`config.mk`:
```
export PLATFORM = sky130hd
export DESIGN_NAME = adc_frame_builder
export DESIGN_NICKNAME = d
export VERILOG_FILES = /design/src/rtl/adc_frame_builder.sv
export SDC_FILE = /design/constraint.sdc
export NUM_CORES = 1
export LEC_CHECK = 0
export CORE_MARGIN = 2
export CORE_UTILIZATION = 50
export CTS_CLUSTER_DIAMETER = 60
export DETAILED_ROUTE_END_ITERATION = 16
export PLACE_DENSITY = 0.76
export REMOVE_ABC_BUFFERS = 1
export SLEW_MARGIN = 10
export SYNTH_ARGS = -nofsm -noshare
export SYNTH_HDL_FRONTEND = slang
export SYNTH_SLANG_ARGS = --single-unit
export TNS_END_PERCENT = 10
```
`constraint.sdc`:
```
create_clock -name clk_25m -period 2.45 [get_ports clk_25m]
set_clock_uncertainty 0.15 [all_clocks]
set_input_delay 0.245 -clock clk_25m [delete_from_list [all_inputs] [get_ports clk_25m]]
set_output_delay 0.245 -clock clk_25m [all_outputs]
set_load 0.005 [all_outputs]
```
`src/rtl/adc_frame_builder.sv`:
```
`default_nettype none
// adc_frame_builder: offset-binary ADC stream -> signed decimated 16-bit words, framed with idle gaps.
// Rev 1.0
module adc_frame_builder #(
  parameter int FRAME_LEN  = 390,
  parameter int GAP_CYCLES = 4
) (
  input  logic        clk_25m,
  input  logic        rst_n,
  input  logic        adc_valid,
  input  logic [11:0] adc_data,
  input  logic        enable,
  input  logic [1:0]  dec_sel,
  output logic        data_out_flag,
  output logic [15:0] data_out,
  output logic        frame_done,
  output logic        busy,
  output logic        overrun
);

  localparam int GCW = $clog2(GAP_CYCLES + 1);
  localparam logic [8:0]     WORD_LAST = 9'(FRAME_LEN - 1);
  localparam logic [GCW-1:0] GAP_LAST  = GCW'(GAP_CYCLES);

  localparam logic [1:0] S_IDLE  = 2'd0;
  localparam logic [1:0] S_ACCUM = 2'd1;
  localparam logic [1:0] S_GAP   = 2'd2;

  logic [1:0]     state_q, state_d;
  logic [1:0]     dec_q, dec_d;
  logic [15:0]    acc_q, acc_d;
  logic [2:0]     grp_q, grp_d;
  logic [8:0]     word_q, word_d;
  logic [GCW-1:0] gap_q, gap_d;
  logic [15:0]    dout_q, dout_d;
  logic           flag_q, flag_d;
  logic           fdone_q, fdone_d;
  logic           ovr_q, ovr_d;

  logic [15:0] sample_w;
  logic [15:0] sum_w;
  logic [2:0]  grp_max_w;

  // Offset-binary to two's complement is a bit-11 inversion, then sign-extend.
  assign sample_w = {{5{~adc_data[11]}}, adc_data[10:0]};
  assign sum_w    = acc_q + sample_w;

  always_comb begin
    grp_max_w = 3'd0;
    case (dec_q)
      2'd0:    grp_max_w = 3'd0;
      2'd1:    grp_max_w = 3'd1;
      2'd2:    grp_max_w = 3'd3;
      default: grp_max_w = 3'd7;
    endcase
  end

  always_comb begin
    state_d = state_q;
    dec_d   = dec_q;
    acc_d   = acc_q;
    grp_d   = grp_q;
    word_d  = word_q;
    gap_d   = gap_q;
    dout_d  = dout_q;
    ovr_d   = ovr_q;
    flag_d  = 1'b0;
    fdone_d = 1'b0;

    case (state_q)
      S_IDLE: begin
        if (enable) begin
          state_d = S_ACCUM;
          dec_d   = dec_sel;
          acc_d   = 16'h0000;
          grp_d   = 3'd0;
          word_d  = 9'd0;
          ovr_d   = 1'b0;
        end
      end

      S_ACCUM: begin
        if (adc_valid) begin
          if (grp_q == grp_max_w) begin
            dout_d = sum_w;
            flag_d = 1'b1;
            acc_d  = 16'h0000;
            grp_d  = 3'd0;
            if (word_q == WORD_LAST) begin
              fdone_d = 1'b1;
              word_d  = 9'd0;
              gap_d   = '0;
              state_d = S_GAP;
            end else begin
              word_d = word_q + 9'd1;
            end
          end else begin
            acc_d = sum_w;
            grp_d = grp_q + 3'd1;
          end
        end
      end

      S_GAP: begin
        if (adc_valid) begin
          ovr_d = 1'b1;
        end
        // The frame_done cycle is not counted, so the gap spans GAP_CYCLES full
        // idle cycles after it plus the re-entry cycle.
        if (gap_q == GAP_LAST) begin
          if (enable) begin
            state_d = S_ACCUM;
            dec_d   = dec_sel;
          end else begin
            state_d = S_IDLE;
          end
        end else begin
          gap_d = gap_q + GCW'(1);
        end
      end

      default: state_d = S_IDLE;
    endcase
  end

  always_ff @(posedge clk_25m or negedge rst_n) begin
    if (!rst_n) begin
      state_q <= S_IDLE;
      dec_q   <= 2'd0;
      acc_q   <= 16'h0000;
      grp_q   <= 3'd0;
      word_q  <= 9'd0;
      gap_q   <= '0;
      dout_q  <= 16'h0000;
      flag_q  <= 1'b0;
      fdone_q <= 1'b0;
      ovr_q   <= 1'b0;
    end else begin
      state_q <= state_d;
      dec_q   <= dec_d;
      acc_q   <= acc_d;
      grp_q   <= grp_d;
      word_q  <= word_d;
      gap_q   <= gap_d;
      dout_q  <= dout_d;
      flag_q  <= flag_d;
      fdone_q <= fdone_d;
      ovr_q   <= ovr_d;
    end
  end

  assign data_out_flag = flag_q;
  assign data_out      = dout_q;
  assign frame_done    = fdone_q;
  assign busy          = (state_q != S_IDLE);
  assign overrun       = ovr_q;

endmodule
`default_nettype wire

```
Word-level counts from Yosys, hierarchy flattened
Index checks and enable logic that the tools add are counted.
{ "classes": {"n_shift": 0, "eq_ne": 14, "add_sub_neg": 4, "n_reduce_logical": 13, "multipliers": 0, "bitwise": 1, "mux": 39, "div": 0, "magnitude_cmp": 0} }
{ "op_table": {"columns": ["operator", "count"], "rows": [
  ["$mux 16", 3],
  ["$mux 9", 4],
  ["$pmux 16 s2", 1],
  ["$mux 3", 7],
  ["$pmux 9 s2", 1],
  ["$add 16x16->16", 1],
  ["$mux 2", 7],
  ["$ne 2x2->1 const B", 7],
  ["$pmux 3 s2", 2],
  ["$mux 1", 10],
  ["$reduce_and 5->1", 2],
  ["$add 9x1->9 const B", 1],
  ["$eq 9x9->1 const B", 1],
  ["$pmux 3 s3", 1],
  ["$reduce_and 3->1", 3],
  ["$reduce_bool 2->1", 4],
  ["$add 3x1->3 const B", 2],
  ["$pmux 2 s3", 1],
  ["$eq 2x1->1 const B", 2],
  ["$eq 2x2->1 const B", 2],
  ["$logic_not 2->1", 2],
  ["$pmux 2 s2", 1],
  ["$reduce_and 4->1", 1],
  ["$eq 3x3->1", 1],
  ["4 further kinds", 4]
]} }
{ "totals": {"regBits": 54, "elab_cells": 81, "mem_count": 0, "inputBits": 18, "ram_bits": 0, "latch_bits": 0, "mem_bits_ro": 0, "output_inout_bits": 20} }

Depth between registers and ports, before layout
Gate-level depths: netlist of run 1.
{ "depth": {"depth_word": 6, "ltp_mapped": 9, "depth_no_buf": 8} }

Worst setup path after synthesis of run 1
No wires, ideal clock.
{ "synth_path": {"kind": "register to register", "start": "register acc_q[0]", "end": "register dout_q[14], in the netlist data_out[14]", "arrival_time_ns": 2.034, "required_ns": 2.175, "path_slack_ns": 0.141, "stages_incl_launch_ff": 9, "synth_period_minus_slack_ns": 2.309, "setup_time_ns": 0.125, "path_cell_list": "dfrtp_1 ha_1 fa_1 a21o_1 a31oi_2 nor3_1 o31ai_2 xnor2_1 mux2_4"} }
{ "synth_via": {"elab_chain_cells": 1} }
{ "synth_lines": {"columns": ["element", "line", "source"], "rows": [
  ["from (decl)", "31", "logic [15:0] acc_q, acc_d;"],
  ["from (signal assigned)", "130", "acc_q <= 16'h0000;"],
  ["from (signal assigned)", "141", "acc_q <= acc_d;"],
  ["$add 16x16->16", "46", "assign sum_w = acc_q + sample_w;"],
  ["to (signal assigned)", "145", "dout_q <= dout_d;"],
  ["to (decl)", "35", "logic [15:0] dout_q, dout_d;"]
]} }
No other way between the ends.
A chain may end at the register's enable or synchronous reset.

Worst setup path after layout of run 1
{ "layout_path": {"start": "register acc_q[0]", "end": "register acc_q[6]"} }
{ "layout_via": {"elab_chain_cells": 4} }
{ "layout_lines": {"columns": ["element", "line", "source"], "rows": [
  ["$add 16x16->16", "46", null],
  ["$mux 16", "84", "if (grp_q == grp_max_w) begin"],
  ["$mux 16", "83", "if (adc_valid) begin"],
  ["$pmux 16 s2", "70", "case (state_q)"]
]} }
No other way between the ends. The select of a mux whose other input is x is not followed.

==> metrics.yaml, run 1 <==
synth_edf_count: 0
port_buffers: 37
synth_common_cells: "dfrtp_1 (54), nand2_1 (34), ha_1 (20)"
ys_seq_area_share_pct: 43.9
netlist_top_cells_area: "dfrtp_1 (44%), ha_1 (8.1%), nand2_1 (4.1%), a22o_1 (3.4%), a21oi_1 (2.6%)"
instances_no_fill: 441
drt_iter0_drc: 132
async_flop_share_pct: 100
r2r_start: "acc_q[0]$_DFFE_PN0P_"
holdCritStartpoint: "word_q[8]$_DFFE_PN0P_"
grt_usage_pct: 22.4
critical_path_class: "reg2reg"
rr_worst_depth: 9
grt_max_degree: 55
pin_count: 38
wl_per_cell_um: 15.9
required_ps: 2510
vias: 2536
grt_pass1_wl_mm: 11.7
min_period_over_period_pct: 95.9
root_buffer: "clkbuf_8"
insertion_delay_ps: 320
finalNetCount: 404
p_leak_nw: 1.73
worst_slack_ps: 102
post-route-min-period_ps: 2350
grt_setup_unrepaired: "false"
antenna_cells: 0
firstDrtPassIters: 4
cp-start-kind: "flop"
pre_cts_ws_ps: -371
finalMaxSlewViolations: 0
clk_pin_slew_ps: 100
grt.overflow.total: 0
dp_cells: 432
slew_headroom_pct: 53.9
timing.fmax_mhz: 426
syn-mean-instance-area_um2: 10.1
synth-main-ff-cell: "dfrtp_1"
cp_max_fo: 2
synth_top_area_cell: "dfrtp_1"
worst_pin_slew_ps: 691
ir_drop_mv: 0.698
wl_mm: 7.00
start_util_pct: 52.0
synthCells: 304
yosysWarningCount: 0
num_rows: 28
die-height_um: 82.5
drive_above_1_share_pct: 15.8
setup_viol: 0
numCtsBuffers: 5
synthDistinctLibCells: 52
die_area_um2: 6800
drv_cap: 0
fin_util_pct: 64.2
crit_arrival_ps: 2410
holdPathStages: 1
cts_setup_buffers: 0
core_area_um2: 5920
syn2layout_area_growth_pct: 23.6
power_density_nw_per_um2: 1200
synth_top_cell_area_share_pct: 43.9
ys_seq_elements: 54
gp_congestion: 0.849
rr_endpoint: "acc_q[6]$_DFFE_PN0P_"
cts_sinks: 54
yosysMostFrequentCell: "dfrtp_1"
grt_pass1_vias: 2506
holdPathEnd: "word_q[8]$_DFFE_PN0P_"
syn_area_um2: 3080
antenna_found_initial: 0
dieWidth_um: 82.5
antenna_left: 0
hold_path_class: "reg2reg"
drc_errors: 0
hold_viol_final: 0
reg2reg_slack_ps: 100
cp-end-kind: "flop"
cts_tree: "yes"
status: "finished, final reports clean"
hpwl_mm: 4.97
cts-htree-levels: 2
max-clock-path-buffers: 2
avgViaCountPerCell: 5.75
registers in the layout, indices dropped and copies added (netlist names):
register,count
word_q,9
data_out,16
state_q,2
acc_q,16
data_out_flag,1
overrun,1
gap_q,3
frame_done,1
grp_q,3
dec_q,2
placed cells by master (no fill, tap or decap), types with 4 or more instances in the layout:
cell	n
dfrtp_1	54
clkdlybuf4s50_1	36
nand2_1	34
buf_4	26
ha_1	20
a21oi_1	16
o21ai_0	15
nor2_1	14
nand3_1	12
a22o_1	12
o31ai_1	10
nand2b_1	9
xnor2_1	8
o21ai_1	8
inv_1	6
clkbuf_8	6
xor2_1	5
a21o_1	5
mux2_4	5
mux2_2	5
and3_1	5
nand4_1	4
o21a_1	4
nor3_1	4
report_power, final:
part / internal [mW] / switching (mW) / total [mW]
clock: 0.229 / 0.307 / 0.536
sequential: 1.24 / 0.253 / 1.49
combinational: 1.30 / 1.24 / 2.54
total: 2.77 / 1.80 / 4.57
area by class of cell:
| type | count | area, um2 |
|---|---|---|
| sequential | 54 | 1350 |
| fill | 505 | 2120 |
| timing repair buffer | 64 | 571 |
| tap | 75 | 93.8 |
| inverter | 8 | 30.0 |
| clock buffer | 7 | 86.3 |
| clock inverter | 1 | 5.00 |
| multi-input combinational | 232 | 1670 |
how the worst max path moves through the flow:
stage / startpoint / end / slack [ps] / cells past startpoint
after floorplan: acc_q[0]$_DFFE_PN0P_ / data_out[14]$_DFFE_PN0P_ / 140 / 8
after global placement: adc_data[0] / data_out[14]$_DFFE_PN0P_ / -310 / 9
after detailed placement: adc_data[0] / data_out[14]$_DFFE_PN0P_ / -370 / 9
after CTS: acc_q[0]$_DFFE_PN0P_ / data_out[14]$_DFFE_PN0P_ / 60 / 8
after global routing: acc_q[0]$_DFFE_PN0P_ / acc_q[6]$_DFFE_PN0P_ / 30 / 9
final: acc_q[0]$_DFFE_PN0P_ / acc_q[6]$_DFFE_PN0P_ / 100 / 9
kinds of logic (layout without fill, tap and decap cells):
| logic type | count (synthesis) | after routing | synth area share (%) |
|---|---|---|---|
| and+or+nand+nor | 96 | 96 | 15.6 |
| muxes | 11 | 11 | 4.59 |
| xor gates and xnor gates | 13 | 13 | 3.70 |
| buffers and inverters | 18 | 80 | 2.64 |
| AOI/OAI and AO/OA | 91 | 91 | 20.8 |
| DFF | 54 | 54 | 43.9 |
| adders and majority gates | 21 | 21 | 8.78 |
metal layers:
| metal | GRT usage (%) | part of all wire [%] | vias to the layer above |
|---|---|---|---|
| li1 | - | - | 1229 |
| met1 | 28.4 | 44 | 1242 |
| met2 | 39.2 | 51 | 59 |
| met3 | 4.35 | 4.3 | 6 |
| met4 | 5.33 | 0.93 | 0 |
| met5 | 0 | 0 | - |
worst max-delay path: stages (launching register included):
cell	delay [ps]
dfrtp_1	400
ha_1	220
fa_2	360
a21o_1	200
buf_4	140
nand3_1	80
nand2_1	70
a211oi_1	340
nor2_1	80
a22o_1	200
through the flow:
step	TNS (ps)	hold slack (ps)	area [um2]	power (mW)
6_report	0	334	3800	4.57
5_1_grt	0	373	3800	4.92
4_1_cts	0	336	3790	4.57
3_5_place_dp	-2510	276	3680	4.00
3_3_place_gp	-2090	258	3680	3.89
2_1_floorplan	0	-201	3030	3.02
what timing repair did:
| action | 4_1_cts | 5_1_grt |
|---|---|---|
| endpoints found under the setup margin | 4 | 3 |
| gates resized for setup | 2 | 2 |
| hold buffers | 1 | 0 |
| endpoints found under the hold margin | 54 | 0 |
| pin swaps | 1 | 1 |
Power figures use the tool's default switching activity.
==> run 2, diff against run 1 <==
--- a/config.mk
+++ b/config.mk
@@ -9,7 +9,8 @@
 export CORE_UTILIZATION = 50
 export CTS_CLUSTER_DIAMETER = 60
 export DETAILED_ROUTE_END_ITERATION = 16
-export PLACE_DENSITY = 0.76
+export HOLD_SLACK_MARGIN = 0.06
+export PLACE_DENSITY = 0.73
 export REMOVE_ABC_BUFFERS = 1
 export SLEW_MARGIN = 10
 export SYNTH_ARGS = -nofsm -noshare
==> constraint.sdc (replaced) <==
create_clock -name clk_25m -period 2.2 [get_ports clk_25m]
set_clock_uncertainty 0.15 [all_clocks]
set_input_delay 0.22 -clock clk_25m [delete_from_list [all_inputs] [get_ports clk_25m]]
set_output_delay 0.22 -clock clk_25m [all_outputs]
set_load 0.005 [all_outputs]
==> run 2 against run 1 <==
Compared with the run above: the flow now finishes with violations (negative setup slack); via count is 2.4% higher; global-route usage up 0.78 points; die area did not move; worst hold slack worse by 70 ps; clock-buffer cell count fell by 1; wire length grew 1.5%; sequential power is 12% higher; largest power group unchanged; highest routed layer unchanged.
==> metrics.yaml, run 2 (synthesis results as in run 1) <==
worst_pin_slew_ps: 715
hpwl_mm: 5.08
cp_max_fo: 3
die-height_um: 82.5
final_common_cell: "dfrtp_1"
insertion_delay_ps: 310
drc_errors: 0
die_area_um2: 6800
cts_setup_buffers: 0
hold_path_class: "in2async"
min_period_over_period_pct: 104
antenna_found_initial: 0
dieWidth_um: 82.5
antenna_cells: 0
grt_setup_unrepaired: "true"
timing.fmax_mhz: 437
required_ps: 2250
clk_pin_slew_ps: 100
crit_arrival_ps: 2340
grt_max_degree: 55
antenna_left: 0
critical_path_class: "reg2reg"
finalMaxSlewViolations: 0
root_buffer: "clkbuf_8"
dp_cells: 453
grt_pass1_vias: 2670
port_buffers: 37
p_leak_nw: 1.84
grt_pass1_wl_mm: 11.9
instances_no_fill: 462
finalNetCount: 425
syn2layout_area_growth_pct: 30.6
cts_tree: "yes"
gp_congestion: 0.897
status: "finished with violations"
violations: "negative setup slack"
avgViaCountPerCell: 5.62
layout_common_cells: "dfrtp_1 (54), buf_4 (46), clkdlybuf4s50_1 (36)"
pin_count: 38
num_rows: 28
grt_usage_pct: 23.2
wl_mm: 7.10
start_util_pct: 52.0
ir_drop_mv: 0.669
cts_sinks: 54
cts-htree-levels: 2
core_area_um2: 5920
setup_viol: 5
hold_viol_final: 0
worst_slack_ps: -87.2
vias: 2598
cp-end-kind: "flop"
slew_headroom_pct: 52.3
post-route-min-period_ps: 2290
firstDrtPassIters: 4
reg2reg_slack_ps: -90
cp-start-kind: "flop"
drv_cap: 0
setup-tns-final_ps: -163
drive_above_1_share_pct: 23.3
power_density_nw_per_um2: 1320
drt_iter0_drc: 84
numCtsBuffers: 5
max-clock-path-buffers: 2
wl_per_cell_um: 15.4
grt.overflow.total: 0
run 2: cell count changes in the layout (fill, tap and decap cells not counted), moves of 2 or more:
cell / delta
a211oi_1: -3
a21oi_2: +2
o21ai_0: -2
a21oi_1: -2
a211oi_2: +3
buf_4: +20
run 2: final cells by class:
cell class | instances | area, um2
fillers | 462 | 1900
multi-input cells | 232 | 1720
flip-flops and latches | 54 | 1350
repair buffers | 85 | 741
well taps | 75 | 93.8
clock buffers | 6 | 72.6
inverters | 8 | 30.0
clock inverters | 2 | 13.8
run 2: where the power goes:
group | leakage, nW | switching [mW] | internal (mW)
Sequential | 0.682 | 0.282 | 1.38
Clock | 0.0452 | 0.337 | 0.226
Combinational | 1.11 | 1.45 | 1.65
Total | 1.84 | 2.06 | 3.26
run 2: repair_timing:
action / in CTS / in global routing
hold buffers: 1 / 0
endpoints found under the hold margin: 54 / 0
endpoints found under the setup margin: 16 / 29
gates resized for setup: 10 / 9
pin swaps: 5 / 6
run 2: worst paths after layout:
| kind | start | to | cells after the start |
|---|---|---|---|
| worst max-delay path | acc_q[0]$_DFFE_PN0P_ | data_out[14]$_DFFE_PN0P_ | 8 |
| max in group asynchronous | rst_n | data_out[7]$_DFFE_PN0P_ | 3 |
| worst min-delay path | rst_n | data_out_flag$_DFF_PN0_ | 3 |
| worst min register to register | data_out[0]$_DFFE_PN0P_ | data_out[0]$_DFFE_PN0P_ | 2 |
| worst max register to register | acc_q[0]$_DFFE_PN0P_ | data_out[14]$_DFFE_PN0P_ | 8 |
| min in group clk_25m | data_out[0]$_DFFE_PN0P_ | data_out[0]$_DFFE_PN0P_ | 2 |
run 2: worst max-delay path: stages (launching register included):
cell     delay, ps
dfrtp_1        400
ha_2           190
fa_2           340
a21o_1         220
a31oi_4        190
nor3_2          90
o31ai_2        200
xnor2_1        120
mux2_4         270
run 2: stage by stage:
step / instance area (um2) / util (%) / hold slack (ps) / setup WS [ps] / total power [mW]
floorplan: 3030 / - / -226 / -109 / 3.36
global placement: 3850 / 65.0 / 88.8 / -495 / 4.54
detailed placement: 3850 / 65.0 / 94.3 / -514 / 4.65
CTS: 3990 / 67.3 / 288 / -86.8 / 5.29
global route: 4020 / 67.9 / 299 / -193 / 5.76
finish: 4020 / 67.9 / 263 / -87.2 / 5.32
run 2: layer usage:
layer  global-route usage (%)  up-vias  wire, um  share of wire (%)
met2                     41.0       39      3560                 50
met3                     3.26        8       218                3.1
met5                        0        -         0                  0
met4                     7.50        0        92                1.3
met1                     29.1     1280      3230                 46
li1                         -     1271         -                  -
